[src/rtl/superfx_gpr_file.sv]
// superfx_gpr_file: SuperFX general-purpose register bank with byte-lane writes, PC increment and LOOP step.
// Latency: writes/LOOP/pc_inc land one cycle after the sampling edge; read ports are combinational.
// Backpressure: none, every input is sampled every cycle and back-to-back LOOP steps are accepted.
//
// Ports: clk/reset (sync, active-high); wr_en/wr_sel/wr_lane/wr_data = Z-bus writeback;
//        pc_inc, loop_en = PC sequencing; rd_a_sel/rd_b_sel -> rd_a/rd_b read ports;
//        regs_flat = every register, pc = reg PC_IDX, loop_taken = previous cycle's LOOP branched.
// Optional: define SUPERFX_GPR_BYPASS_EN to forward same-cycle explicit writes onto rd_a/rd_b.
module superfx_gpr_file #(
  parameter int                DATA_W       = 16,
  parameter int                NUM_REGS     = 16,
  parameter int                PC_IDX       = 15,
  parameter int                LOOP_CTR_IDX = 12,
  parameter int                LOOP_TGT_IDX = 13,
  parameter logic [DATA_W-1:0] RESET_PC     = '0
) (
  input  logic                          clk,
  input  logic                          reset,
  input  logic                          wr_en,
  input  logic [$clog2(NUM_REGS)-1:0]   wr_sel,
  input  logic [DATA_W/8-1:0]           wr_lane,
  input  logic [DATA_W-1:0]             wr_data,
  input  logic                          pc_inc,
  input  logic                          loop_en,
  input  logic [$clog2(NUM_REGS)-1:0]   rd_a_sel,
  input  logic [$clog2(NUM_REGS)-1:0]   rd_b_sel,
  output logic [DATA_W-1:0]             rd_a,
  output logic [DATA_W-1:0]             rd_b,
  output logic [NUM_REGS*DATA_W-1:0]    regs_flat,
  output logic [DATA_W-1:0]             pc,
  output logic                          loop_taken
);

  localparam int                SEL_W = $clog2(NUM_REGS);
  localparam int                LANES = DATA_W / 8;
  localparam logic [DATA_W-1:0] ONE   = {{(DATA_W-1){1'b0}}, 1'b1};

  logic [DATA_W-1:0] regs_q [NUM_REGS];
  logic [DATA_W-1:0] regs_d [NUM_REGS];
  logic              loop_taken_q, loop_taken_d;
  logic [DATA_W-1:0] wr_mask;
  logic [DATA_W-1:0] wr_base;
  logic [DATA_W-1:0] dec;
  logic              branch;

  // Byte-lane enables expanded to a bit mask.
  always_comb begin
    wr_mask = '0;
    for (int i = 0; i < LANES; i++) begin
      wr_mask[8*i +: 8] = {8{wr_lane[i]}};
    end
  end

  always_comb begin
    for (int k = 0; k < NUM_REGS; k++) begin
      regs_d[k] = regs_q[k];
    end
    wr_base = '0;
    // Branch decision is taken from the counter before any same-cycle write.
    dec    = regs_q[LOOP_CTR_IDX] - ONE;
    branch = loop_en && (dec != '0);
    loop_taken_d = branch;

    if (loop_en) begin
      regs_d[LOOP_CTR_IDX] = dec;
    end
    // Target is read from the pre-write state, so a same-cycle target write is not seen.
    if (branch) begin
      regs_d[PC_IDX] = regs_q[LOOP_TGT_IDX];
    end else if (pc_inc) begin
      regs_d[PC_IDX] = regs_q[PC_IDX] + ONE;
    end

    // Explicit write has top priority on written lanes. A partial PC write merges with
    // the current PC; a partial counter write merges with the decremented value.
    if (wr_en && (|wr_lane)) begin
      if (wr_sel == SEL_W'(PC_IDX)) begin
        wr_base = regs_q[PC_IDX];
      end else begin
        wr_base = regs_d[wr_sel];
      end
      regs_d[wr_sel] = (wr_base & ~wr_mask) | (wr_data & wr_mask);
    end
  end

  always_ff @(posedge clk) begin
    if (reset) begin
      for (int k = 0; k < NUM_REGS; k++) begin
        regs_q[k] <= (k == PC_IDX) ? RESET_PC : '0;
      end
      loop_taken_q <= 1'b0;
    end else begin
      for (int k = 0; k < NUM_REGS; k++) begin
        regs_q[k] <= regs_d[k];
      end
      loop_taken_q <= loop_taken_d;
    end
  end

  always_comb begin
    rd_a = regs_q[rd_a_sel];
    rd_b = regs_q[rd_b_sel];
`ifdef SUPERFX_GPR_BYPASS_EN
    // Forward explicit writes only; LOOP and pc_inc updates appear next cycle.
    if (wr_en && !reset && (rd_a_sel == wr_sel)) begin
      rd_a = (rd_a & ~wr_mask) | (wr_data & wr_mask);
    end
    if (wr_en && !reset && (rd_b_sel == wr_sel)) begin
      rd_b = (rd_b & ~wr_mask) | (wr_data & wr_mask);
    end
`endif
  end

  for (genvar k = 0; k < NUM_REGS; k++) begin : g_flat
    assign regs_flat[k*DATA_W +: DATA_W] = regs_q[k];
  end

  assign pc         = regs_q[PC_IDX];
  assign loop_taken = loop_taken_q;

endmodule

[config.mk]
export PLATFORM = sky130hd
export DESIGN_NAME = superfx_gpr_file
export DESIGN_NICKNAME = d
export VERILOG_FILES = /design/src/rtl/superfx_gpr_file.sv
export SDC_FILE = /design/constraint.sdc
export NUM_CORES = 1
export LEC_CHECK = 0
export CAP_MARGIN = 20
export CORE_MARGIN = 3
export CORE_UTILIZATION = 45
export DETAILED_ROUTE_END_ITERATION = 10
export GPL_TIMING_DRIVEN = 0
export MAX_ROUTING_LAYER = met4
export PLACE_DENSITY = 0.75
export SYNTH_ARGS = -nofsm -noshare
export SYNTH_HDL_FRONTEND = slang
export SYNTH_SLANG_ARGS = --single-unit
[constraint.sdc]
create_clock -name clk -period 2.95 [get_ports clk]
set_clock_uncertainty 0.05 [all_clocks]
set_input_delay 0.59 -clock clk [delete_from_list [all_inputs] [get_ports clk]]
set_output_delay 0.59 -clock clk [all_outputs]
set_load 0.01 [all_outputs]
; ---- Word-level counts from Yosys, hierarchy flattened
; Memories as Yosys holds them, arrays and structs flattened.
; Index checks and enable logic that the tools add are counted.
[classes]
mux = 31
n_eq_ne = 1
reduce_logical = 5
bitwise = 21
addsub = 2
n_lt_le_gt_ge = 2
[ops]
columns = cell, count
row1 = two-way mux 16 bit, 24
row2 = bitwise mux 256 bit, 1
row3 = two-way mux 256 bit, 1
row4 = binary-select mux 16 bit (select 4 bit), 1
row5 = demux 16 bit (select 4 bit), 1
row6 = bitwise AND 16 bit, 2
row7 = adder 16 x 1 -> 16 bit (second input constant), 1
row8 = NOT 16 bit, 1
row9 = OR 1 bit, 16
row10 = OR 16 bit, 1
row11 = nonzero test 16 bit, 1
row12 = subtractor 16 x 1 -> 16 bit (second input constant), 1
row13 = >= comparator 5 bit (second input constant), 1
row14 = less-than comparator 5 x 1 -> 1 bit (second input constant), 1
row15 = NOT 4 -> 5 bit, 1
row16 = equality test 4 bit (second input constant), 1
row17 = logical AND 1 bit, 3
row18 = two-way mux 1 bit, 3
row19 = OR reduction 2 bit, 1
[word_totals]
n_memories = 1
mem_bits_rw = 256
out_inout_bits = 305
regBits = 1
in_bits = 35
elab_cells = 64
[memory_table]
columns = name, words, width, read_ports, rd_clocked_by_memory_dff, wr, line_no
row1 = regs_q, 16, 16, 18, 0, 16, 38  ; logic [DATA_W-1:0] regs_q [NUM_REGS];

; ---- Depth between registers and ports, before layout
[logic_depth]
ltp_word = 14
ltp_mapped = 11
depth_no_buf = 8

; ---- Worst setup path before layout
; OpenSTA, ideal clock, no wires.
[synth_path]
path_kind = in2out
startpoint = in rd_b_sel[0]
endpoint = out rd_b[3]
path_stages = 4
path_buffers = 2
t_arrival_ns = 2.568
slack_ns = -0.258
required_ns = 2.310
path_cell_list = clkbuf_1 > buf_1 > mux4_2 > mux4_2
[synth_between]
elab_chain_len = 1
[synth_lines]
columns = element, line_no
row1 = from (decl), 26  ; input logic [$clog2(NUM_REGS)-1:0] rd_b_sel,
row2 = memory read (16 x 16 bit), -
row3 = to (decl), 28  ; output logic [DATA_W-1:0] rd_b,
; Every way passes these cells.

==> out/results.ini <==
[run_status]
outcome=complete, but fails checks
violations=negative setup slack

[synth]
synth_compound_area_share_pct=15.16
yosysTopAreaCell=dfxtp_1
synthCells=1650
synth_xor_area_share_pct=1.567
ys.flop_type=dfxtp_1
synth_fa_ha_area_share_pct=0.2315
synthMuxAreaShare_pct=29.06
synth_area_mm2=0.01621
synth_nets=1688
synth_top_family_by_area=multiplexers
syn_area_per_cell_um2=9.825
ys_types=81
synth_edf_count=0
ys_seq_elements=257
ys_seq_area_share_pct=31.74
netlist_top_cells_area=dfxtp_1 (32%), mux4_2 (27%), nor2_1 (5.6%), a211oi_1 (4.5%), nand2_1 (3.0%)
synth.top_cell.area_share_pct=31.74
synthSimpleGateAreaFrac_pct=17.05
yosys_warnings=0
ys_async_sr_fraction_pct=0

[setup_path]
startpoint_type=flip-flop
cp_cell_sequence=mux4_2 > mux4_2 > clkdlybuf4s15_1
crit_fanout=12
critical_path.top_delay_family=multiplexers
path_buf_inv=1
startpoint=regs_q[15][7]
slowest_delay_ps=550
critical_path.endpoint_type=output pin
required_ps=2310
cpMostUsedCell=mux4_2
rr_startpoint=regs_q[12][2]
crit_slowest_cell=mux4_2
cp.arrival_ps=2330
crit_type=flip-flop to output pin

[finish]
syn_to_final_growth_pct=38.03
postLayoutCellArea_mm2=0.02238
nets=2079
drive_gt1_share_pct=26.50
fill_cells=2941

[timing]
min_period_over_period_pct=100.8
period_needed_ps=2973
hold_ws_ps=429.8
timing_hold_violations_final=0
worst_pin_slew_ps=993.8
slew_violations=0
finalWorstSetupSlack_ps=-22.70
final-setup-viol-count=6
slew_headroom_pct=33.75
fmax_mhz=336.4

[min_path]
min_from=pc_inc
hp-class=input port to flip-flop

[drt]
vias_per_cell=7.070
route.detailed.drc=0
via_count=17840
first_iter_violations=2942
firstDrtPassIters=9
totalWireLength_um=87740
wire_per_inst_um=34.76
final_antenna_net_count=0

[grt]
grt_pass1_vias=16750
overflow=0
grt_max_degree=15
grt_pass1_wl_um=122500
antenna_found_initial=5
track_usage_pct=45.22

[floorplan]
row_count=68
start_util_pct=46.25
pin_count=340
die_h_um=195.8
core_mm2=0.03505
die_w_um=195.8
dieArea_mm2=0.03834

[clocking]
cts_tree=done
hold_buffers=0
clockRootBuffer=clkbuf_16
htree_levels=1
cts.path.max_buffers=3
cts_buffers=29
cts_sinks=257
clock_latency_ps=600
clkTransAtPathRegs_ps=70

[power]
ir_drop_mv=0.3976
power_mw=9.780
p_leak_nw=7.598
power_density_mw_per_mm2=437.1

[placement]
place_congestion=1.027
place_area_mm2=0.02009
port_buffers=327
hpwl_um=66710
preCtsSetupSlack_ps=-2013

[flow_run]
cap_violations=0

==> report_power, final <==
part           leakage [nW]  internal, mW  switching [mW]
combinational          5.00         0.871            1.23
sequential             2.10          3.56           0.202
clock                 0.498          2.25            1.66
total                  7.60          6.68            3.10
==> routing by layer <==
metal	global-route usage, %	wire (µm)	up-vias	part of all wire, %
met4	21.49	5571	0	6.3
met5	-	0	-	0
li1	-	-	7089	-
met3	13.91	13670	362	16
met2	65.90	37790	1825	43
met1	57.63	30710	8568	35
==> cell usage after synthesis, types with 3 or more instances <==
library cell,instances
o2111ai_1,3
nand3_1,20
or4_1,3
buf_4,25
mux4_2,197
a21boi_0,4
nand4_1,18
buf_2,20
or3_1,8
o211ai_1,3
nor2_1,240
clkbuf_1,110
xor2_1,9
o21ai_2,10
a2111oi_0,3
nor2b_1,11
nor3b_1,3
nor3_1,44
nand2b_1,10
nor4_1,5
mux2i_1,15
ha_1,3
and2_1,6
a21oi_1,82
o31ai_1,3
nand2_1,130
mux2_2,11
xnor2_1,20
a22oi_1,27
o22ai_1,14
o21ai_0,77
buf_1,20
a211oi_1,97
nand3b_1,56
o21a_1,6
nor4b_1,3
dfxtp_1,257
or2_2,5
a31oi_1,3
inv_1,11
o221ai_1,4
==> through the flow <==
stage               utilization [%]  TNS, ps  instances
floorplan                         -        0       1650
global placement              57.26  -346310       2432
detailed placement            57.30  -341270       2434
CTS                           63.27        0       2510
global route                  63.83   -6.681       2524
finish                        63.83   -39.50       2524
==> path summary, 6_finish.rpt <==
path | end | slack (ps) | cells past startpoint
setup reg to reg | flip-flop | 90 | 9
hold / removal | regs_q[15][0] | 430 | 3
setup / recovery | rd_b[7] | -20 | 3
hold reg to reg | flip-flop | 470 | 2
==> logic make-up after synthesis <==
kind of cell,after synthesis
adder cells (fa/ha/maj),3
XOR/XNOR,29
multiplexers,223
buffers and inverters,189
AO/OA/AOI/OAI,370
flip-flops,257
AND/OR/NAND/NOR,579
==> area by class of cell <==
cell class	instances	area, µm²	area share [%]
flip-flops and latches	257	5226	23.36
inverters	12	47.55	0.2125
diodes	5	12.51	0.05592
clock inverters	16	178.9	0.7996
multi-input cells	1204	10500	46.93
repair buffers	368	3672	16.41
well taps	455	569.3	2.544
plain buffers	169	1339	5.983
clock buffers	38	829.5	3.707
==> worst reg2reg max path, stage by stage (launching register included) <==
cell and delay (ps):
dfxtp_1 330, buf_6 160, or4b_1 490, buf_2 200, or4_4 530, a21oi_1 160, nor4b_1 90, or3_4 420
buf_6 190, o21ai_2 160
==> placed cells by master, fill, tap and decap left out, types with 6 or more instances in the layout <==
cell / netlist / final
o22ai_1: 14 / 13
nor2b_1: 11 / 9
clkdlybuf4s50_1: 0 / 293
nor2_2: 0 / 12
xor2_1: 9 / 7
inv_1: 11 / 11
nand2_1: 130 / 129
dfxtp_1: 257 / 218
o21ai_0: 77 / 76
nand3b_1: 56 / 56
dfxtp_2: 0 / 26
clkbuf_16: 0 / 35
nor2_1: 240 / 225
xnor2_1: 20 / 20
nand3_1: 20 / 19
mux2i_1: 15 / 15
clkdlybuf4s15_1: 0 / 7
nand2b_1: 10 / 9
dfxtp_4: 0 / 13
buf_2: 20 / 22
clkbuf_8: 0 / 17
o21ai_2: 10 / 11
nand4_1: 18 / 18
a22oi_1: 27 / 27
buf_6: 2 / 20
nor3_1: 44 / 44
buf_12: 0 / 7
a21oi_1: 82 / 78
a211oi_1: 97 / 97
clkdlybuf4s15_2: 0 / 7
mux4_2: 197 / 197
clkbuf_2: 0 / 30
clkbuf_1: 110 / 55
buf_16: 0 / 8
buf_4: 25 / 58
clkbuf_4: 0 / 6
mux2_2: 11 / 11
or3_1: 8 / 8
clkinv_2: 0 / 6
==> repair_timing <==
item / in CTS / in global routing
resized for setup: 350 / 91
cloned: 7 / 0
pin swaps: 10 / 2
setup buffers: 22 / 10
endpoints found under the setup margin: 279 / 236
Note: power is estimated with default switching activity, not from simulation.
